--- src/rtl/tensor_core_pkg.sv ---
// Shared widths, element and matrix types, and the collector state encoding for the tensor core slice.
package tensor_core_pkg;
  localparam int DATA_WIDTH = 8;
  localparam int ACC_WIDTH  = 18;
  localparam int ADDR_WIDTH = 8;
  localparam int ELEM_COUNT = 9;
  localparam int LAST_PAIR  = 4;

  typedef logic signed [DATA_WIDTH-1:0] element_t;
  typedef element_t matrix_t [3][3];

  typedef enum logic [1:0] {
    ST_IDLE,
    ST_COLLECT,
    ST_WRITEBACK,
    ST_DONE
  } collector_state_e;

  // Row-major lookup; an index past the last element reads as zero.
  function automatic element_t matrix_elem(matrix_t m, logic [3:0] idx);
    element_t e;
    e = '0;
    for (int r = 0; r < 3; r++)
      for (int c = 0; c < 3; c++)
        if (4'(r * 3 + c) == idx) e = m[r][c];
    return e;
  endfunction
endpackage

--- src/rtl/tensor_result_collector_if.sv ---
// Element stream from the tensor core plus the two-lane register-file write port.
interface tensor_result_collector_if;
  import tensor_core_pkg::*;

  logic                             element_valid_in;
  logic signed [ACC_WIDTH-1:0]      element_data_in;
  logic [1:0]                       write_enable_out;
  logic [1:0][ADDR_WIDTH-1:0]       write_address_out;
  element_t [1:0]                   write_data_out;
  logic                             write_ready_in;

  modport slave (
    input  element_valid_in, element_data_in, write_ready_in,
    output write_enable_out, write_address_out, write_data_out
  );

  modport master (
    output element_valid_in, element_data_in, write_ready_in,
    input  write_enable_out, write_address_out, write_data_out
  );
endinterface

--- src/rtl/tensor_element_narrow.sv ---
// Combinational ACC_WIDTH -> DATA_WIDTH element converter.
// TENSOR_RESULT_COLLECTOR_SATURATE_EN selects signed clamping; otherwise two's-complement truncation.
module tensor_element_narrow
  import tensor_core_pkg::*;
(
  input  logic signed [ACC_WIDTH-1:0] acc_in,
  output element_t                    element_out
);

`ifdef TENSOR_RESULT_COLLECTOR_SATURATE_EN
  localparam logic signed [ACC_WIDTH-1:0] MAX_VAL =
    {{(ACC_WIDTH-DATA_WIDTH+1){1'b0}}, {(DATA_WIDTH-1){1'b1}}};
  localparam logic signed [ACC_WIDTH-1:0] MIN_VAL =
    {{(ACC_WIDTH-DATA_WIDTH+1){1'b1}}, {(DATA_WIDTH-1){1'b0}}};

  always_comb begin
    element_out = acc_in[DATA_WIDTH-1:0];
    if (acc_in > MAX_VAL)      element_out = MAX_VAL[DATA_WIDTH-1:0];
    else if (acc_in < MIN_VAL) element_out = MIN_VAL[DATA_WIDTH-1:0];
  end
`else
  assign element_out = acc_in[DATA_WIDTH-1:0];
`endif

endmodule

--- src/rtl/tensor_result_collector.sv ---
// Collects nine row-major tensor core results into a 3x3 matrix and writes them back in lane pairs.
// Narrowing mode follows TENSOR_RESULT_COLLECTOR_SATURATE_EN (see tensor_element_narrow).
//
// state        | meaning
// ST_IDLE      | waiting for start_in
// ST_COLLECT   | accepting elements 0..8 into the buffer
// ST_WRITEBACK | presenting write pairs 0..4, advancing on write_ready_in
// ST_DONE      | single-cycle completion pulse
module tensor_result_collector
  import tensor_core_pkg::*;
(
  input  logic                      clock_in,
  input  logic                      reset_in,
  input  logic                      start_in,
  input  logic [ADDR_WIDTH-1:0]     dest_base_addr_in,
  tensor_result_collector_if.slave  bus,
  output matrix_t                   result_matrix_out,
  output logic                      result_valid_out,
  output logic                      busy_out,
  output logic                      done_out,
  output logic                      overflow_error_out
);

  collector_state_e            state_q, state_nxt;
  logic [3:0]                  count_q, count_nxt;
  logic [2:0]                  pair_q, pair_nxt;
  logic [ADDR_WIDTH-1:0]       base_q, base_nxt;
  matrix_t                     buf_q, buf_nxt;
  logic                        rv_q, rv_nxt;
  logic                        ovf_q, ovf_nxt;
  logic [1:0]                  we_q, we_nxt;
  logic [1:0][ADDR_WIDTH-1:0]  wa_q, wa_nxt;
  element_t [1:0]              wd_q, wd_nxt;
  element_t                    elem_narrow;

  tensor_element_narrow u_narrow (
    .acc_in      (bus.element_data_in),
    .element_out (elem_narrow)
  );

  always_comb begin
    state_nxt = state_q;
    count_nxt = count_q;
    pair_nxt  = pair_q;
    base_nxt  = base_q;
    buf_nxt   = buf_q;
    rv_nxt    = rv_q;
    ovf_nxt   = ovf_q;
    we_nxt    = we_q;
    wa_nxt    = wa_q;
    wd_nxt    = wd_q;

    case (state_q)
      ST_IDLE: begin
        if (start_in) begin
          base_nxt  = dest_base_addr_in;
          count_nxt = '0;
          rv_nxt    = 1'b0;
          ovf_nxt   = 1'b0;
          state_nxt = ST_COLLECT;
        end
      end
      ST_COLLECT: begin
        if (bus.element_valid_in) begin
          for (int r = 0; r < 3; r++)
            for (int c = 0; c < 3; c++)
              if (4'(r * 3 + c) == count_q) buf_nxt[r][c] = elem_narrow;
          count_nxt = count_q + 4'd1;
          // Pair 0 only needs elements 0 and 1, which are already buffered.
          if (count_q == 4'(ELEM_COUNT - 1)) begin
            state_nxt = ST_WRITEBACK;
            rv_nxt    = 1'b1;
            pair_nxt  = '0;
            we_nxt    = 2'b11;
            wa_nxt[0] = base_q;
            wa_nxt[1] = base_q + ADDR_WIDTH'(1);
            wd_nxt[0] = matrix_elem(buf_q, 4'd0);
            wd_nxt[1] = matrix_elem(buf_q, 4'd1);
          end
        end
      end
      ST_WRITEBACK: begin
        if (bus.write_ready_in) begin
          if (pair_q == 3'(LAST_PAIR)) begin
            state_nxt = ST_DONE;
            we_nxt    = '0;
            wa_nxt    = '0;
            wd_nxt    = '0;
          end else begin
            pair_nxt  = pair_q + 3'd1;
            we_nxt    = (pair_nxt == 3'(LAST_PAIR)) ? 2'b01 : 2'b11;
            wa_nxt[0] = base_q + ADDR_WIDTH'({pair_nxt, 1'b0});
            wa_nxt[1] = base_q + ADDR_WIDTH'({pair_nxt, 1'b1});
            wd_nxt[0] = matrix_elem(buf_q, {pair_nxt, 1'b0});
            wd_nxt[1] = matrix_elem(buf_q, {pair_nxt, 1'b1});
          end
        end
      end
      ST_DONE:  state_nxt = ST_IDLE;
      default:  state_nxt = ST_IDLE;
    endcase

    // A stray element outside collection is dropped but remembered.
    if (bus.element_valid_in && state_q != ST_COLLECT) ovf_nxt = 1'b1;
  end

  always_ff @(posedge clock_in) begin
    if (reset_in) begin
      state_q <= ST_IDLE;
      count_q <= '0;
      pair_q  <= '0;
      base_q  <= '0;
      buf_q   <= '{default: '0};
      rv_q    <= 1'b0;
      ovf_q   <= 1'b0;
      we_q    <= '0;
      wa_q    <= '0;
      wd_q    <= '0;
    end else begin
      state_q <= state_nxt;
      count_q <= count_nxt;
      pair_q  <= pair_nxt;
      base_q  <= base_nxt;
      buf_q   <= buf_nxt;
      rv_q    <= rv_nxt;
      ovf_q   <= ovf_nxt;
      we_q    <= we_nxt;
      wa_q    <= wa_nxt;
      wd_q    <= wd_nxt;
    end
  end

  assign bus.write_enable_out  = we_q;
  assign bus.write_address_out = wa_q;
  assign bus.write_data_out    = wd_q;
  assign result_matrix_out     = buf_q;
  assign result_valid_out      = rv_q;
  assign overflow_error_out    = ovf_q;
  assign busy_out              = (state_q != ST_IDLE);
  assign done_out              = (state_q == ST_DONE);

endmodule

--- src/flat_wrapper.sv ---
// flat-port wrapper written by rule: the top's interface ports become plain ports
module tensor_result_collector_flat import tensor_core_pkg::*;
  (clock_in, reset_in, start_in, dest_base_addr_in, result_matrix_out, result_valid_out, busy_out, done_out, overflow_error_out, bus_element_valid_in, bus_element_data_in, bus_write_ready_in, bus_write_enable_out, bus_write_address_out, bus_write_data_out);
  tensor_result_collector_if bus_i ();
  input  logic clock_in;
  input  logic reset_in;
  input  logic start_in;
  input  logic [ADDR_WIDTH-1:0] dest_base_addr_in;
  output matrix_t result_matrix_out;
  output logic result_valid_out;
  output logic busy_out;
  output logic done_out;
  output logic overflow_error_out;
  input wire logic [$bits(bus_i.element_valid_in)-1:0] bus_element_valid_in;
  input wire logic [$bits(bus_i.element_data_in)-1:0] bus_element_data_in;
  input wire logic [$bits(bus_i.write_ready_in)-1:0] bus_write_ready_in;
  output wire logic [$bits(bus_i.write_enable_out)-1:0] bus_write_enable_out;
  output wire logic [$bits(bus_i.write_address_out)-1:0] bus_write_address_out;
  output wire logic [$bits(bus_i.write_data_out)-1:0] bus_write_data_out;
  assign bus_i.element_valid_in = bus_element_valid_in;
  assign bus_i.element_data_in = bus_element_data_in;
  assign bus_i.write_ready_in = bus_write_ready_in;
  assign bus_write_enable_out = bus_i.write_enable_out;
  assign bus_write_address_out = bus_i.write_address_out;
  assign bus_write_data_out = bus_i.write_data_out;
  tensor_result_collector u_core (.clock_in(clock_in), .reset_in(reset_in), .start_in(start_in), .dest_base_addr_in(dest_base_addr_in), .bus(bus_i), .result_matrix_out(result_matrix_out), .result_valid_out(result_valid_out), .busy_out(busy_out), .done_out(done_out), .overflow_error_out(overflow_error_out));
endmodule
--- config.mk ---
export PLATFORM = sky130hd
export DESIGN_NAME = tensor_result_collector_flat
export DESIGN_NICKNAME = d
export VERILOG_FILES = /design/src/rtl/tensor_core_pkg.sv /design/src/rtl/tensor_result_collector_if.sv /design/src/rtl/tensor_element_narrow.sv /design/src/rtl/tensor_result_collector.sv /design/src/flat_wrapper.sv
export SDC_FILE = /design/constraint.sdc
export NUM_CORES = 1
export LEC_CHECK = 0
export ABC_AREA = 1
export CORE_ASPECT_RATIO = 0.6
export CORE_UTILIZATION = 46
export DETAILED_ROUTE_END_ITERATION = 12
export PLACE_DENSITY = 0.76
export RECOVER_POWER = 100
export SLEW_MARGIN = 10
export SYNTH_ARGS = -nofsm -noshare
export SYNTH_HDL_FRONTEND = slang
export SYNTH_SLANG_ARGS = --single-unit
export TNS_END_PERCENT = 20
--- constraint.sdc ---
create_clock -name clock_in -period 2 [get_ports clock_in]
set_clock_uncertainty 0.05 [all_clocks]
set_input_delay 0.3 -clock clock_in [delete_from_list [all_inputs] [get_ports clock_in]]
set_output_delay 0.3 -clock clock_in [all_outputs]
set_load 0.05 [all_outputs]
# Word level (Yosys, flattened, before mapping)
# Index checks and enable logic that the tools add are counted.
# totals
register_bits	125
latch_bits	0
ramBits	0
rom_bits	0
inputBits	31
output_inout_bits	110
memories	0
# classes
n_addsub	5
multipliers	0
n_div	0
order_cmp	0
n_eq_ne	25
shift	0
mux	45
bitwise	0
reduce_logical	25
# ops
operator	n
$mux 16	8
$mux 8	9
$pmux 16 s2	2
$reduce_and 3->1	10
$mux 2	10
$add 8x4->8	2
$eq 3x4->1 const A	4
$mux 3	4
$reduce_and 5->1	2
$reduce_bool 2->1	5
$add 8x1->8 const B	1
$eq 2x4->1 const A	2
$mux 4	2
$ne 2x2->1 const B	4
$pmux 2 s4	1
$pmux 4 s2	1
$reduce_and 4->1	2
$eq 2x3->1 const A	2
$eq 3x3->1 const B	2
$ne 2x1->1 const B	3
$pmux 3 s2	1
$mux 1	5
$add 4x1->4 const B	1
$eq 1x4->1 const A	1
other kinds (14)	16

# Depth between registers and ports, before layout
# Gate-level depths: netlist of run 1.
# depth
word_depth	10
mapped_depth	12

# By module
# A second synthesis of run 1 with hierarchy kept.
# hier_totals
cells_unflattened	911
hier_area_um2	6194.7
# modules_own_cells
module	n_inst	cells_each	area_per_inst_um2	seq_area_each_um2
tensor_result_collector	1	903	6134.6	2502.4
tensor_element_narrow	1	8	60.1	0.0

# Least setup slack after synthesis of run 1
# No wires, ideal clock.
# synth_timing
kind	register to register
startpoint	reg u_core.pair_q[0]
endpoint	reg u_core.wa_q (netlist bit u_core.bus.write_address_out[7])
t_arrival_ns	1.944
required_time_ns	1.880
path_slack_ns	-0.064
stages_incl_launch_ff	10
path_buffers	0
period_less_slack_ns	2.064
path_cell_list	dfxtp_1 > inv_1 > ha_1 > inv_1 > fa_1 > nor2_1 > o21ai_0 > o21ai_0 > nand3_1 > a21oi_1
# synth_between
elab_chain_len	5
# synth_lines
item	line	rtl
start: declaration	tensor_result_collector.sv:26	logic [2:0] pair_q, pair_nxt;
start signal: assignment	tensor_result_collector.sv:122	pair_q <= pair_nxt;
$add 3x1->3	tensor_result_collector.sv:90	pair_nxt = pair_q + 3'd1;
$add 8x4->8	tensor_result_collector.sv:92	wa_nxt[0] = base_q + ADDR_WIDTH'({pair_nxt, 1'b0});
$mux 16 *	tensor_result_collector.sv:84	if (pair_q == 3'(LAST_PAIR)) begin
$mux 16 *	tensor_result_collector.sv:83	if (bus.write_ready_in) begin
$pmux 16 s2 *	tensor_result_collector.sv:53	case (state_q)
end signal: assignment	tensor_result_collector.sv:128	wa_q <= wa_nxt;
end: declaration	tensor_result_collector.sv:32	logic [1:0][ADDR_WIDTH-1:0] wa_q, wa_nxt;
# Every way passes the cells marked *; elsewhere a longest branch is shown, timed or not. The select of a mux whose other input is x is not followed.
# A chain may end at the register's enable or synchronous reset.

# Worst setup path after layout of run 1
# layout_timing
startpoint	reg u_core.buf_q (netlist bit u_core.result_matrix_out[65])
endpoint	out result_matrix_out[65] in the netlist's numbering
# layout_lines
item	line	rtl
start: declaration	tensor_result_collector.sv:28	matrix_t buf_q, buf_nxt;
start signal: assignment	tensor_result_collector.sv:124	buf_q <= buf_nxt;
end: declaration	flat_wrapper.sv:9	output matrix_t result_matrix_out;
# No word-level cell between the ends.

==> results of run 1 <==
## routing by layer
metal	global-route usage	wire length, microns	up-vias
li1	-	-	3295
met1	0.4209	9740	3198
met2	0.4524	9093	339
met3	0.07206	2031	36
met4	0.07167	270	0
met5	0	0	-
## sequential cells by signal (all words and copies together) (netlist names)
signal,flops
u_core.overflow_error_out,1
u_core.state_q,2
u_core.bus.write_enable_out,2
u_core.pair_q,3
u_core.base_q,8
u_core.result_matrix_out,72
u_core.bus.write_address_out,16
u_core.result_valid_out,1
u_core.count_q,4
u_core.bus.write_data_out,16
## power breakdown
| group | internal [mW] | switching (mW) |
|---|---|---|
| clock | 2.40 | 1.15 |
| combinational | 1.51 | 3.16 |
| sequential | 2.86 | 0.279 |
| total | 6.76 | 4.59 |
## synthesized netlist by cell type
master    count  area share
inv_4         1     0.00099
a31oi_1       1     0.00099
buf_4         9       0.011
nand4_1      10      0.0099
clkinv_1      2      0.0012
nand3_2       1      0.0016
dfxtp_1     125        0.40
nand3_4       1      0.0028
o21ba_2       1      0.0016
clkbuf_1     20       0.012
inv_1       102       0.061
nand2_1     148       0.088
a21oi_2       9       0.012
buf_2        11      0.0087
fa_1          2      0.0063
o21ai_2       2      0.0028
nor3_1        3      0.0024
nor2_1      138       0.082
nand2_4       4      0.0071
o21ai_0     130        0.10
o31a_1        1      0.0014
xor2_1        4      0.0055
clkbuf_2      1     0.00079
nand2_2       3      0.0030
o21ai_1       7      0.0055
o22ai_1       2      0.0020
buf_6         3      0.0053
xnor2_1       1      0.0014
ha_1         19       0.038
nor2_2        1     0.00099
nand3_1      67       0.053
a21oi_1      83       0.066
nor2_4        2      0.0036
nor3b_1       1      0.0012
nand3b_1      1      0.0012
inv_2         3      0.0018
## final cells by class
| class | count | area (sq um) |
|---|---|---|
| fill | 1145 | 4516 |
| inverter | 108 | 415.4 |
| tap | 170 | 212.7 |
| sequential | 125 | 2512 |
| timing repair buffer | 177 | 1490 |
| clock buffer | 21 | 460.4 |
| clock inverter | 11 | 212.7 |
| multi-input combinational | 643 | 3313 |
## cell usage in the layout, fill, tap and decap left out, types with 10 or more instances in the layout
master,count
clkbuf_16,17
inv_1,97
dlygate4sd2_1,10
ha_1,14
nand4_1,10
buf_4,37
clkdlybuf4s50_1,95
a21oi_1,78
nand3_1,65
dfxtp_1,121
o21ai_1,11
nor2_1,135
clkbuf_1,32
o21ai_0,125
a21oi_2,13
nand2_1,145
## worst reg2reg max path, cell delays in order (launching register included)
cell and delay, ps:
dfxtp_2 340, inv_2 80, ha_1 190, inv_2 60
buf_4 140, a21oi_4 150, nand3_4 200, nor2_4 290
inv_1 160, nand2_1 90, a21oi_1 60
## kinds of logic after synthesis
family          Yosys count  share of synthesized area
flops                   125                     0.3956
simple gates            380                     0.2564
fa+ha+maj                21                    0.04392
buf+inv                 152                     0.1019
xor+xnor                  5                   0.006924
compound gates          236                     0.1953
## final timing paths
check | endpoint | slack, ps | depth (start not counted)
setup / recovery | result_matrix_out[65] | 20 | 1
setup reg to reg | u_core.pair_q[1]$_SDFFE_PP0P_ | 60 | 10
hold reg to reg | u_core.bus.write_enable_out[0]$_SDFFE_PP0P_ | 410 | 2
hold / removal | u_core.bus.write_enable_out[0]$_SDFFE_PP0P_ | 410 | 2
## what timing repair did
| action | CTS | global route |
|---|---|---|
| gates resized for setup | 15 | 61 |
| pin swaps | 1 | 7 |
| cloned | 0 | 1 |
| setup endpoints to repair | 18 | 97 |
| hold endpoints to repair | 0 | 0 |
| setup buffers | 0 | 3 |
## per-stage QoR
step | power, mW | setup WS [ps] | hold WS, ps
after floorplan | 6.018 | 10.84 | 397.8
after global placement | 7.482 | -32.61 | 403.9
after detailed placement | 7.556 | -107.0 | 406.6
after CTS | 11.13 | 1.568 | 412.8
after global routing | 11.85 | -28.97 | 441.2
final | 11.35 | 19.01 | 410.3
==> results.md, run 1 <==
- Initial antenna violation count: 0
- Clock root buffer: clkbuf_16
- Hold Vio Cnt, Final: 0
- GR Util All Layers: 0.2975
- Clock-pin slew on the worst setup and hold paths: 60 ps
- Static Leak: 3.623 nW
- Reg-to-Reg Start: u_core.state_q[0]$_SDFFE_PP0P_
- Slowest-stage cell, CP: clkdlybuf4s50_1
- Post-synthesis cell area: 6325 sq um
- Net Count, Synth: 971
- Cell count after placement: 1,219
- Critical path fanouts, max: 3
- CTS tree: yes
- Gate Count Post-Synth: 919
- Drt wl/cell: 16.84 microns
- Drt first pass iters: 6
- Ports: 141
- DIE WIDTH: 153.4 microns
- TritonCTS buffer count: 17
- Layout area overhead: 36.24%
- Longest Clk Path Bufs: 2
- Post-Route Utilization: 0.6562
- Final period util: 0.9905
- Worst path top cell family by delay: buffers and inverters
- Register bit total from synthesis: 125
- Buf/Inv on CP: 1
- Crit path cell chain: clkdlybuf4s50_1
- # diodes: 0
- Register area share after synthesis: 0.3956
- Worst-Margin Slew: 735.0 ps
- Number of global-route vias before repair: 6,131
- Initial Utilization: 0.4816
- Site Rows: 32
- Clock sink count: 125
- Largest net degree at the start of global routing: 68
- HPWL after detailed placement: 14.47 mm
- Die H: 92.83 microns
- Cell area after layout: 8617 sq um
- Vias per cell: 5.473
- Worst path max stage delay: 830 ps
- Worst EP arrival: 1630 ps
- Number of library cell types mapped by synthesis: 36
- DRT Wirelength: 21.14 mm
- Global route overflow: 0
- Yosys synthesis warning count: 0
- Fmax: 504.8 MHz
- Hold_sp: u_core.bus.write_enable_out[0]$_SDFFE_PP0P_
- Core area: 13,130 sq um
- Maximum VDD drop: 778.5 uV
- Drt drc: 0
- Port Buf Inserts: 130
- Crit Path Category: reg2out
- HP Class: reg2reg
- Status: complete, no violations
- Req. time, crit path: 1650 ps
- First DRT Iteration DRCs: 710
- Max Cap Viol: 0
- CP Capture Type: output port
- Worst Setup Start Kind: flip-flop
- Placed cell area: 7959 sq um
- Slew HR: 0.5100
- Final setup fails: 0
- H-Tree Level Count: 4
- Worst Setup SP: u_core.result_matrix_out[65]$_SDFFE_PP0P_
- Antenna Nets Post-Route: 0
- Routed via count: 6,868
- Layout cell share with drive strength beyond 1: 0.1207
- Cts hold-fix bufs: 0
- Mean Syn Cell Area: 6.882 sq um
- Global placement routability congestion: 0.9296
- Setup TNS: 0 ps
- Final Max Tran Viols: 0
- Total Nets Final: 1,124
- Cell area power density: 1317 nW/um^2
- Tmin final: 1981 ps
- Die area: 14,240 sq um
- Final Non-Filler Cells: 1,255
- Clock latency on the worst-skew pair: 420 ps
- First-pass GRT wire length: 32.53 mm
Power figures use the tool's default switching activity.
==> inputs of run 2 (changes only) <==
--- a/config.mk
+++ b/config.mk
@@ -8,6 +8,7 @@
 export ABC_AREA = 1
 export CORE_ASPECT_RATIO = 0.6
 export CORE_UTILIZATION = 46
+export CTS_BUF_LIST = sky130_fd_sc_hd__clkbuf_16
 export DETAILED_ROUTE_END_ITERATION = 12
 export PLACE_DENSITY = 0.76
 export RECOVER_POWER = 100
==> results.md, run 2 (synthesized netlist as in run 1, its figures left out) <==
- Status: complete, no violations
- Site Rows: 32
- First DRT Iteration DRCs: 639
- CP Capture Type: flip-flop
- Die area: 14,240 sq um
- H-Tree Level Count: 4
- Global placement routability congestion: 0.9296
- Most common cell after layout, fill and taps aside: nand2_1
- Static Leak: 3.670 nW
- Cell area power density: 1319 nW/um^2
- Clock latency on the worst-skew pair: 420 ps
- Fillers: 1,122
- Layout cell share with drive strength beyond 1: 0.1312
- Die H: 92.83 microns
- Crit Path Category: reg2reg
- HPWL after detailed placement: 14.47 mm
- First-pass GRT wire length: 32.45 mm
- TritonCTS buffer count: 17
- DRT Wirelength: 21.17 mm
- Drt wl/cell: 16.80 microns
- Total Nets Final: 1,129
- DIE WIDTH: 153.4 microns
- Port Buf Inserts: 130
- Cell area after layout: 8691 sq um
- Clock sink count: 125
- Fmax: 502.2 MHz
- Worst Setup Start Kind: flip-flop
- Most frequent cells in the layout: 143 x nand2_1, 136 x nor2_1, 125 x o21ai_0, 121 x dfxtp_1, 97 x inv_1
- Reg2reg end: u_core.pair_q[1]$_SDFFE_PP0P_
- Antenna Nets Post-Route: 0
- Cts hold-fix bufs: 0
- Final Max Tran Viols: 0
- Worst-Margin Slew: 695.3 ps
- Number of global-route vias before repair: 6,112
- Multi-input logic area: 3318 sq um
- Critical path fanouts, max: 9
- HP Class: reg2reg
- Slew HR: 0.5385
- Final setup fails: 0
- Layout area overhead: 37.41%
- Tmin final: 1991 ps
- # diodes: 0
- Initial Utilization: 0.4816
- Reg-to-Reg Start: u_core.state_q[0]$_SDFFE_PP0P_
- Max Cap Viol: 0
- Req. time, crit path: 2290 ps
- Largest net degree at the start of global routing: 68
- Setup TNS: 0 ps
- Maximum VDD drop: 868.0 uV
- Routed via count: 6,890
- Register area: 2510 sq um
- Drt drc: 0
- Crit path to: u_core.pair_q[1]$_SDFFE_PP0P_
- Final period util: 0.9956
- Worst r2r path cells: 10
- Ports: 141
- Global route overflow: 0
- R2R setup slack: 9 ps
- Initial antenna violation count: 0
- Drt first pass iters: 5
- Placed cell area: 7959 sq um
- Core area: 13,130 sq um
- Longest Clk Path Bufs: 2
- CTS tree: yes
- Worst EP arrival: 2280 ps
- GR Util All Layers: 0.2970
- Clock root buffer: clkbuf_16
- Hold Vio Cnt, Final: 0
- Worst Setup SP: u_core.state_q[0]$_SDFFE_PP0P_
- Max FFs per register: 72
- Clock-pin slew on the worst setup and hold paths: 60 ps
- Vias per cell: 5.468
==> run 2: cell types whose count changed in the layout (fill, tap and decap cells not counted), moves of 2 or more <==
cell / change
clkbuf_1: -8
nor2_2: -3
buf_4: +9
clkinv_1: +2
nand2_1: -2
nand2_2: +2
clkbuf_8: -2
nor2_4: +2
inv_2: +2
==> run 2: stage by stage <==
stage          hold WS [ps]  setup slack [ps]  total power, mW    util  cells
6_report              412.6             8.840            11.46  0.6618   1260
2_1_floorplan         397.8             10.84            6.018       -    919
3_5_place_dp          406.6            -107.0            7.556  0.6060   1219
4_1_cts               412.8             1.568            11.03  0.6562   1251
3_3_place_gp          403.9            -32.61            7.482  0.6060   1219
5_1_grt               441.0            -48.25            11.96  0.6618   1260
==> run 2: layout make-up <==
cell class	count	share of cell area
multi-input combinational	643	0.3818
sequential	125	0.2888
timing repair buffer	182	0.1814
clock buffer	17	0.04895
inverter	108	0.04837
clock inverter	15	0.02620
tap	170	0.02447
==> run 2: report_power, final <==
group / internal [mW] / total, mW / switching (mW)
combinational: 1.66 / 4.87 / 3.20
sequential: 2.86 / 3.13 / 0.278
clock: 2.31 / 3.46 / 1.14
total: 6.83 / 11.5 / 4.63
==> run 2: repair_timing <==
item                       CTS  global route
pin swaps                    1             6
cloned                       0             1
gates resized for setup     15            66
buffers inserted             0             8
setup endpoints to repair   18            95
==> run 2: critical path, stage by stage, from the launching register on <==
cell     delay (ps)
dfxtp_2         340
inv_2            80
ha_1            180
inv_2            50
buf_4           120
buf_4           170
nor2_1          430
nor2_4          120
inv_1           160
nand2_1          70
a21oi_1         120
==> run 2: worst min-delay path by stage <==
stage,cells past startpoint,end,startpoint
after global placement,2,u_core.overflow_error_out$_SDFFE_PP0P_,u_core.overflow_error_out$_SDFFE_PP0P_
final,2,u_core.bus.write_enable_out[0]$_SDFFE_PP0P_,u_core.bus.write_enable_out[0]$_SDFFE_PP0P_
after CTS,2,u_core.bus.write_address_out[4]$_SDFFE_PP0P_,u_core.bus.write_address_out[4]$_SDFFE_PP0P_
after floorplan,2,u_core.overflow_error_out$_SDFFE_PP0P_,bus_element_valid_in
after global routing,2,u_core.bus.write_enable_out[1]$_SDFFE_PP0P_,u_core.bus.write_enable_out[1]$_SDFFE_PP0P_
after detailed placement,2,u_core.bus.write_address_out[4]$_SDFFE_PP0P_,u_core.bus.write_address_out[4]$_SDFFE_PP0P_
==> run 2: per-layer routing <==
metal | vias to the layer above | wire length [microns] | GRT usage
li1 | 3309 | - | -
met3 | 33 | 2072 | 0.07487
met4 | 0 | 305 | 0.07167
met1 | 3191 | 9680 | 0.4218
met5 | - | 0 | 0
met2 | 357 | 9108 | 0.4471
